<file path="config.mk">
export PLATFORM = sky130hd
export DESIGN_NAME = mips_prog_loader
export DESIGN_NICKNAME = d
export VERILOG_FILES = /design/src/rtl/mips_prog_loader.sv
export SDC_FILE = /design/constraint.sdc
export NUM_CORES = 1
export LEC_CHECK = 0
export CAP_MARGIN = 5
export CORE_AREA = 4 4 116 118
export CTS_BUF_LIST = sky130_fd_sc_hd__clkbuf_2 sky130_fd_sc_hd__clkbuf_4 sky130_fd_sc_hd__clkbuf_8
export CTS_CLUSTER_DIAMETER = 40
export DETAILED_ROUTE_END_ITERATION = 12
export DIE_AREA = 0 0 120 122
export PLACE_DENSITY = 0.81
export SETUP_SLACK_MARGIN = 0.1
export SYNTH_ARGS = -nofsm -noshare
export SYNTH_HDL_FRONTEND = slang
export SYNTH_SLANG_ARGS = --single-unit
</file>
<file path="constraint.sdc">
create_clock -name clk1 -period 4.9 [get_ports clk1]
set_input_delay 0.735 -clock clk1 [delete_from_list [all_inputs] [get_ports clk1]]
set_output_delay 0.735 -clock clk1 [all_outputs]
set_load 0.005 [all_outputs]
</file>
<file path="src/rtl/mips_prog_loader.sv">
// Boot/run controller for pipe_MIPS32: streams a program into instruction memory,
// kicks the CPU with a one-cycle cpu_start pulse, then waits for HALTED under a watchdog.
module mips_prog_loader #(
  parameter int          ADDR_W    = 10,
  parameter int          MAX_WORDS = 1024,
  parameter int          TIMEOUT   = 1000,
  parameter logic [31:0] HLT_WORD  = 32'hfc000000
) (
  input  logic              clk1,
  input  logic              rst,
  input  logic              load_req,
  input  logic              in_valid,
  input  logic [31:0]       in_data,
  output logic              in_ready,
  output logic              mem_we,
  output logic [ADDR_W-1:0] mem_addr,
  output logic [31:0]       mem_wdata,
  output logic              cpu_start,
  input  logic              cpu_halted,
  output logic              busy,
  output logic              done,
  output logic              timeout_err,
  output logic              overflow_err,
  output logic [ADDR_W:0]   word_count,
  output logic [31:0]       checksum,
  output logic [31:0]       run_cycles,
  output logic [2:0]        dbg_state
);

  typedef enum logic [2:0] {
    S_IDLE  = 3'd0,
    S_LOAD  = 3'd1,
    S_START = 3'd2,
    S_RUN   = 3'd3,
    S_DONE  = 3'd4
  } state_t;

  localparam logic [ADDR_W:0] LAST_IDX  = (ADDR_W+1)'(MAX_WORDS - 1);
  localparam logic [31:0]     TIMEOUT_W = 32'(TIMEOUT);

  state_t      state;
  logic        xfer;
  logic [31:0] run_next;

  // Link handshake: a word moves on a rising edge where in_valid && in_ready are both high.
  // in_ready depends only on state, never on in_valid, and in_valid may drop at any time.
  assign in_ready  = (state == S_LOAD);
  assign xfer      = in_valid && in_ready;
  assign busy      = (state == S_LOAD) || (state == S_START) || (state == S_RUN);
  assign run_next  = run_cycles + 32'd1;
  assign dbg_state = state;

  always_ff @(posedge clk1 or posedge rst) begin
    if (rst) begin
      state        <= S_IDLE;
      mem_we       <= 1'b0;
      mem_addr     <= '0;
      mem_wdata    <= '0;
      cpu_start    <= 1'b0;
      done         <= 1'b0;
      timeout_err  <= 1'b0;
      overflow_err <= 1'b0;
      word_count   <= '0;
      checksum     <= '0;
      run_cycles   <= '0;
    end else begin
      mem_we    <= 1'b0;
      cpu_start <= 1'b0;
      case (state)
        S_IDLE, S_DONE: begin
          if (load_req) begin
            state        <= S_LOAD;
            word_count   <= '0;
            checksum     <= '0;
            run_cycles   <= '0;
            done         <= 1'b0;
            timeout_err  <= 1'b0;
            overflow_err <= 1'b0;
          end
        end
        S_LOAD: begin
          if (xfer) begin
            mem_we     <= 1'b1;
            mem_addr   <= word_count[ADDR_W-1:0];
            mem_wdata  <= in_data;
            word_count <= word_count + (ADDR_W+1)'(1);
            checksum   <= checksum ^ in_data;
            // HLT takes priority so a program exactly MAX_WORDS long is still legal.
            if (in_data == HLT_WORD) begin
              state <= S_START;
            end else if (word_count == LAST_IDX) begin
              overflow_err <= 1'b1;
              done         <= 1'b1;
              state        <= S_DONE;
            end
          end
        end
        S_START: begin
          cpu_start <= 1'b1;
          state     <= S_RUN;
        end
        S_RUN: begin
          run_cycles <= run_next;
          // HALTED seen during the start pulse is left over from the previous run.
          if (!cpu_start && cpu_halted) begin
            done  <= 1'b1;
            state <= S_DONE;
          end else if (run_next == TIMEOUT_W) begin
            timeout_err <= 1'b1;
            done        <= 1'b1;
            state       <= S_DONE;
          end
        end
        default: state <= S_IDLE;
      endcase
    end
  end

endmodule
</file>
==> run_results.csv, run 1 <==
group,metric,value,unit
run_status,status,"completed",
yosys,seq_area_frac_synth,0.516,
routing,vias,5725,
yosys,yosysUniqueCellTypes,53,
finish,final_common_cell,"nand2_1",
placement,portBuffers,163,
routing,drt-initial-drc-count,374,
yosys,synth-edff-count,0,
placement,dp_hpwl,12.6,mm
setup_path,path_common_cell,"nand3_1",
yosys,syn-cell-area,6060,um^2
sta,slew_headroom,0.387,
yosys,async_reset_ff_frac,1.00,
floorplan,pin_count,164,
global_routing,grt_max_degree,77,
hold_path,hold_path_depth,2,
yosys,ys_ff_latch,125,
global_routing,antenna_found_initial,0,
clock_network,numClockSinks,125,
floorplan,row_count,41,
yosys,yosysTopAreaCell,"dfrtp_1",
setup_path,cp_slowest_cell,"or4_1",
sta,fin_worst_skew,11.6,ps
setup_path,r2r_slack,1530,ps
setup_path,worst_ep_required_time,5250,ps
setup_path,critical_path_class,"reg -> reg",
sta,finalSetupViolCount,0,
finish,area_growth,34.8,%
yosys,synth_area_leaders,"dfrtp_1 (52%), nand2_1 (10%), xor2_1 (6.5%)",
setup_path,max_stage_delay,850,ps
placement,preCtsSetupSlack,1580,ps
routing,routedWlPerCell,17.2,um
clock_network,cts.clk_slew.worst_paths,80,ps
clock_network,worstSkewPairLatency,420,ps
setup_path,critPathLaunchType,"flip-flop",
setup_path,end_kind,"flip-flop",
floorplan,start_util,0.487,
sta,max_freq,0.297,GHz
sta,finalSetupTns,0,ps
sta,hold_viol,0,
power_and_ir_drop,ir_drop,175,uV
power_and_ir_drop,p_per_area,437,nW/um^2
clock_network,cts_max_level,4,
global_routing,grt_pass1_vias,5581,
job,maxCapViolCount,0,
yosys,syn_nets,716,
routing,wl,17.4,mm
routing,remaining_drc_errors,0,
power_and_ir_drop,power,3.57,mW
finish,layout_common_cells,"nand2_1 (168), clkdlybuf4s50_1 (163), dfrtp_1 (125)",
sta,finalCritPeriodShare,0.687,
setup_path,crit_fanout,20,
yosys,synth_area_per_cell,8.97,um^2
setup_path,rr_worst_depth,7,
yosys,synth_ff_type,"dfrtp_1",
yosys,yosysWarnings,0,
hold_path,min_path_type,"reg -> reg",
sta,rsz0062_at_grt,"no",
routing,vias_per_cell,5.66,
clock_network,cts_buffers,17,
setup_path,crit_chain,"nand3_1 -> or4_1 -> o31ai_1 -> nand3_1 -> or4b_4 -> nor4b_4 -> a221o_1",
clock_network,cts_tree,"done",
power_and_ir_drop,p_leak,3.55,nW
routing,ant_nets,0,
floorplan,die_area,14600,um^2
floorplan,core,12500,um^2
setup_path,worst_ep_arrival_time,3710,ps
sta,slew_viol_final,0,
sta,min_period,3370,ps
sta,whs,481,ps
global_routing,grt.overflow.total,0,
sta,fin_ws,1530,ps
sta,worst_pin_slew,919,ps
global_routing,grt_usage,0.237,
clock_network,cts-root-buf,"clkbuf_8",
finish,insertedDiodeCount,0,
floorplan,die_h,122,um
clock_network,ctsHoldBuffers,0,
clock_network,post_cts_buffers,0,
finish,drive_above_1_share,0.0548,
routing,first_pass_iters,5,
clock_network,cts_buffer_depth,2,
yosys,synthCells,676,
placement,gp_congestion,0.922,
yosys,yosysTopAreaCellShare,0.516,
floorplan,fp.dieW,120,um
global_routing,grt_pass1_wl,27.9,mm
finish,fin_nets,868,
clock_network,cts_resized,0,
area by class of cell:
class / count / area, um^2
Timing Repair Buffer: 170 / 1680
Inverter: 7 / 28.8
Fill cell: 983 / 4290
Sequential cell: 125 / 3130
Tap cell: 172 / 215
Clock buffer: 17 / 234
Multi-Input combinational cell: 507 / 2760
Clock inverter: 14 / 124
state kept, by name, summed over array words and instances (netlist names):
signal	count
mem_addr	10
mem_we	1
mem_wdata	32
overflow_err	1
dbg_state	3
run_cycles	32
timeout_err	1
cpu_start	1
checksum	32
done	1
word_count	11
synth_stat cells (10+ instances only):
| master | n |
|---|---|
| dfrtp_1 | 125 |
| nand4_1 | 25 |
| nand2_1 | 168 |
| nand3_1 | 13 |
| o31ai_1 | 10 |
| nor3_1 | 13 |
| o21ai_0 | 45 |
| clkbuf_1 | 30 |
| nor4_1 | 13 |
| nor2_1 | 73 |
| a21oi_1 | 13 |
| xor2_1 | 45 |
where the power goes:
group	switching (mW)	internal (mW)	total, mW
combinational	0.428	0.704	1.13
clock	0.406	0.397	0.803
sequential	0.332	1.31	1.64
critical path: cells and delay by family, from the launching register on:
kind / cells / cell delay [ps]
flops: 1 / 490
simple gates: 5 / 2280
compound gates: 2 / 530
stage by stage:
stage | cell area [um^2] | util | instances
global placement | 7820 | 0.627 | 981
finish | 8180 | 0.656 | 1012
detailed placement | 7820 | 0.627 | 981
global route | 8180 | 0.656 | 1012
CTS | 8180 | 0.656 | 1012
floorplan | 6060 | - | 676
per-layer routing:
metal  global-route usage  wire [um]
met5                    0          0
met4               0.0558        179
met3               0.0692       1500
met2                0.397       8270
met1                0.306       7450
cell families after synthesis:
| group | Yosys count | synth area share |
|---|---|---|
| adder cells (fa/ha/maj) | 3 | 0.00619 |
| multiplexers | 2 | 0.00330 |
| flip-flops | 125 | 0.516 |
| AND/OR/NAND/NOR | 344 | 0.260 |
| AO/OA/AOI/OAI | 104 | 0.109 |
| XOR/XNOR | 54 | 0.0780 |
| buffers and inverters | 44 | 0.0285 |
path summary, 6_finish.rpt:
path | start | end
max | run_cycles[2] | dbg_state[2]
min | mem_wdata[11] | mem_wdata[11]
max reg2reg | run_cycles[2] | dbg_state[2]
min reg2reg | mem_wdata[11] | mem_wdata[11]
max in group asynchronous | rst | checksum[16]
min in group asynchronous | rst | run_cycles[3]
Power figures use the tool's default switching activity.
==> inputs of run 2 (changes only) <==
clock period = 3.2 ns   (was 4.9 ns; I/O delays follow)
==> run_results.csv, run 2 (synthesized netlist as in run 1, its figures left out) <==
group,metric,value,unit
hold_path,hp-start,"mem_wdata[22]",
floorplan,pin_count,164,
setup_path,cp-startpoint,"run_cycles[2]",
power_and_ir_drop,power,5.79,mW
sta,finalSetupTns,0,ps
floorplan,start_util,0.487,
global_routing,grt_pass1_vias,5691,
routing,vias_per_cell,5.58,
finish,layout_common_cells,"nand2_1 (168), clkdlybuf4s50_1 (163), dfrtp_1 (125)",
global_routing,grt.overflow.total,0,
clock_network,numClockSinks,125,
sta,finalCritPeriodShare,0.878,
finish,insertedDiodeCount,0,
finish,drive_above_1_share,0.0681,
sta,max_freq,0.356,GHz
placement,gp_congestion,0.920,
routing,vias,5719,
clock_network,ctsHoldBuffers,0,
setup_path,worst_ep_required_time,3570,ps
power_and_ir_drop,switching_power,1.89,mW
global_routing,grt_usage,0.249,
routing,first_pass_iters,5,
sta,worst_pin_slew,654,ps
power_and_ir_drop,seqPwrFrac,0.429,
sta,finalSetupViolCount,0,
job,maxCapViolCount,0,
placement,dp_hpwl,12.8,mm
clock_network,cts-root-buf,"clkbuf_8",
floorplan,die_area,14600,um^2
sta,rsz0062_at_grt,"no",
placement,placedInstanceArea,7920,um^2
sta,fin_worst_skew,13.9,ps
finish,final_common_cell,"nand2_1",
routing,drt-initial-drc-count,529,
floorplan,row_count,41,
run_status,status,"completed",
floorplan,core,12500,um^2
setup_path,crit_buf_inv,0,
placement,portBuffers,163,
setup_path,critical_path_class,"reg -> reg",
global_routing,grt_pass1_wl,29.1,mm
setup_path,max_stage_delay,710,ps
setup_path,rr_worst_depth,7,
setup_path,r2r-end,"done",
setup_path,end_kind,"flip-flop",
power_and_ir_drop,p_leak,3.65,nW
setup_path,path_common_cell,"nand3_1",
routing,ant_nets,0,
global_routing,antenna_found_initial,0,
floorplan,die_h,122,um
routing,routedWlPerCell,17.4,um
finish,final_util,0.670,
setup_path,cp_slowest_cell,"or4_1",
routing,wl,17.9,mm
routing,remaining_drc_errors,0,
power_and_ir_drop,power_frac_clock,0.261,
clock_network,cts_resized,0,
setup_path,crit_fanout,9,
finish,top_regs,"checksum: 32 flops, mem_wdata: 32 flops, run_cycles: 32 flops",
power_and_ir_drop,internal_power,3.90,mW
clock_network,cts.clk_slew.worst_paths,80,ps
setup_path,worst_ep_arrival_time,3180,ps
finish,fin_nets,879,
setup_path,reg2reg_from,"run_cycles[2]",
clock_network,cts_buffer_depth,2,
setup_path,crit_chain,"nand3_1 -> or4_1 -> o31ai_1 -> nand3_1 -> or4b_4 -> nor4b_4 -> a221o_1",
clock_network,cts_max_level,4,
sta,slew_viol_final,0,
power_and_ir_drop,p_sw_frac,0.327,
setup_path,critPathLaunchType,"flip-flop",
power_and_ir_drop,combinationalPowerShare,0.310,
global_routing,grt_max_degree,126,
setup_path,r2r_slack,390,ps
sta,min_period,2810,ps
floorplan,fp.dieW,120,um
power_and_ir_drop,ir_drop,298,uV
clock_network,cts_buffers,17,
sta,hold_viol,0,
finish,area_growth,37.7,%
power_and_ir_drop,p_per_area,693,nW/um^2
finish,fill_cells,969,
clock_network,worstSkewPairLatency,440,ps
finish,design_area,8350,um^2
setup_path,critPathTopFamily,"simple AND/OR/NAND/NOR gates",
clock_network,cts_tree,"done",
sta,slew_headroom,0.564,
clock_network,post_cts_buffers,0,
hold_path,hold_path_depth,2,
hold_path,hold_end,"mem_wdata[22]",
hold_path,min_path_type,"reg -> reg",
==> run 2: changes by cell type in the layout (fill, tap and decap cells not counted) <==
cell / change
bufinv_16: +2
inv_6: +5
inv_4: -1
buf_4: +10
inv_8: +3
clkinvlp_4: -2
clkinv_4: -2
buf_12: +1
clkinv_2: -4
==> run 2: how the worst max path moves through the flow <==
stage / to / depth (start not counted)
floorplan: dbg_state[2] / 10
global placement: dbg_state[2] / 9
detailed placement: done / 9
CTS: done / 8
global route: done / 7
finish: done / 7
==> run 2: metal layers <==
layer,vias to the layer above,GRT usage,wire length (um),share of wire
met3,34,0.0701,1610,0.090
met2,301,0.405,8460,0.47
met5,-,0,0,0
met4,0,0.0830,338,0.019
li1,2645,-,-,-
met1,2739,0.323,7450,0.42
==> run 2: power by group through the flow <==
stage	combinational (mW)	sequential (mW)	clock, mW
after floorplan	0.685	2.43	0
after global placement	1.75	2.47	0
after detailed placement	1.79	2.50	0
after CTS	1.81	2.48	1.54
after global routing	1.97	2.55	1.61
final	1.79	2.49	1.51
==> run 2: worst register-to-register path, cell delays in order, from the launching register on <==
cell and delay (ps):
dfrtp_1 480, nand3_1 140, or4_1 710, o31ai_1 370, nand3_1 120, or4b_4 540, nor4b_4 240, a221o_1 140
==> run 2: layout make-up <==
class                           instances  area (um^2)  area share
Timing Repair Buffer                  181         1780       0.213
Sequential cell                       125         3130       0.375
Tap cell                              172          215      0.0258
Clock inverter                         15          201      0.0241
Clock buffer                           17          234      0.0280
Inverter                                7         30.0     0.00360
Multi-Input combinational cell        507         2760       0.331
==> run 2: through the flow <==
step / worst slack, ps / instances / hold WS (ps)
detailed placement: 307 / 992 / 463
global placement: 423 / 992 / 457
floorplan: 330 / 676 / 470
global route: 211 / 1024 / 504
CTS: 437 / 1024 / 483
finish: 390 / 1024 / 480
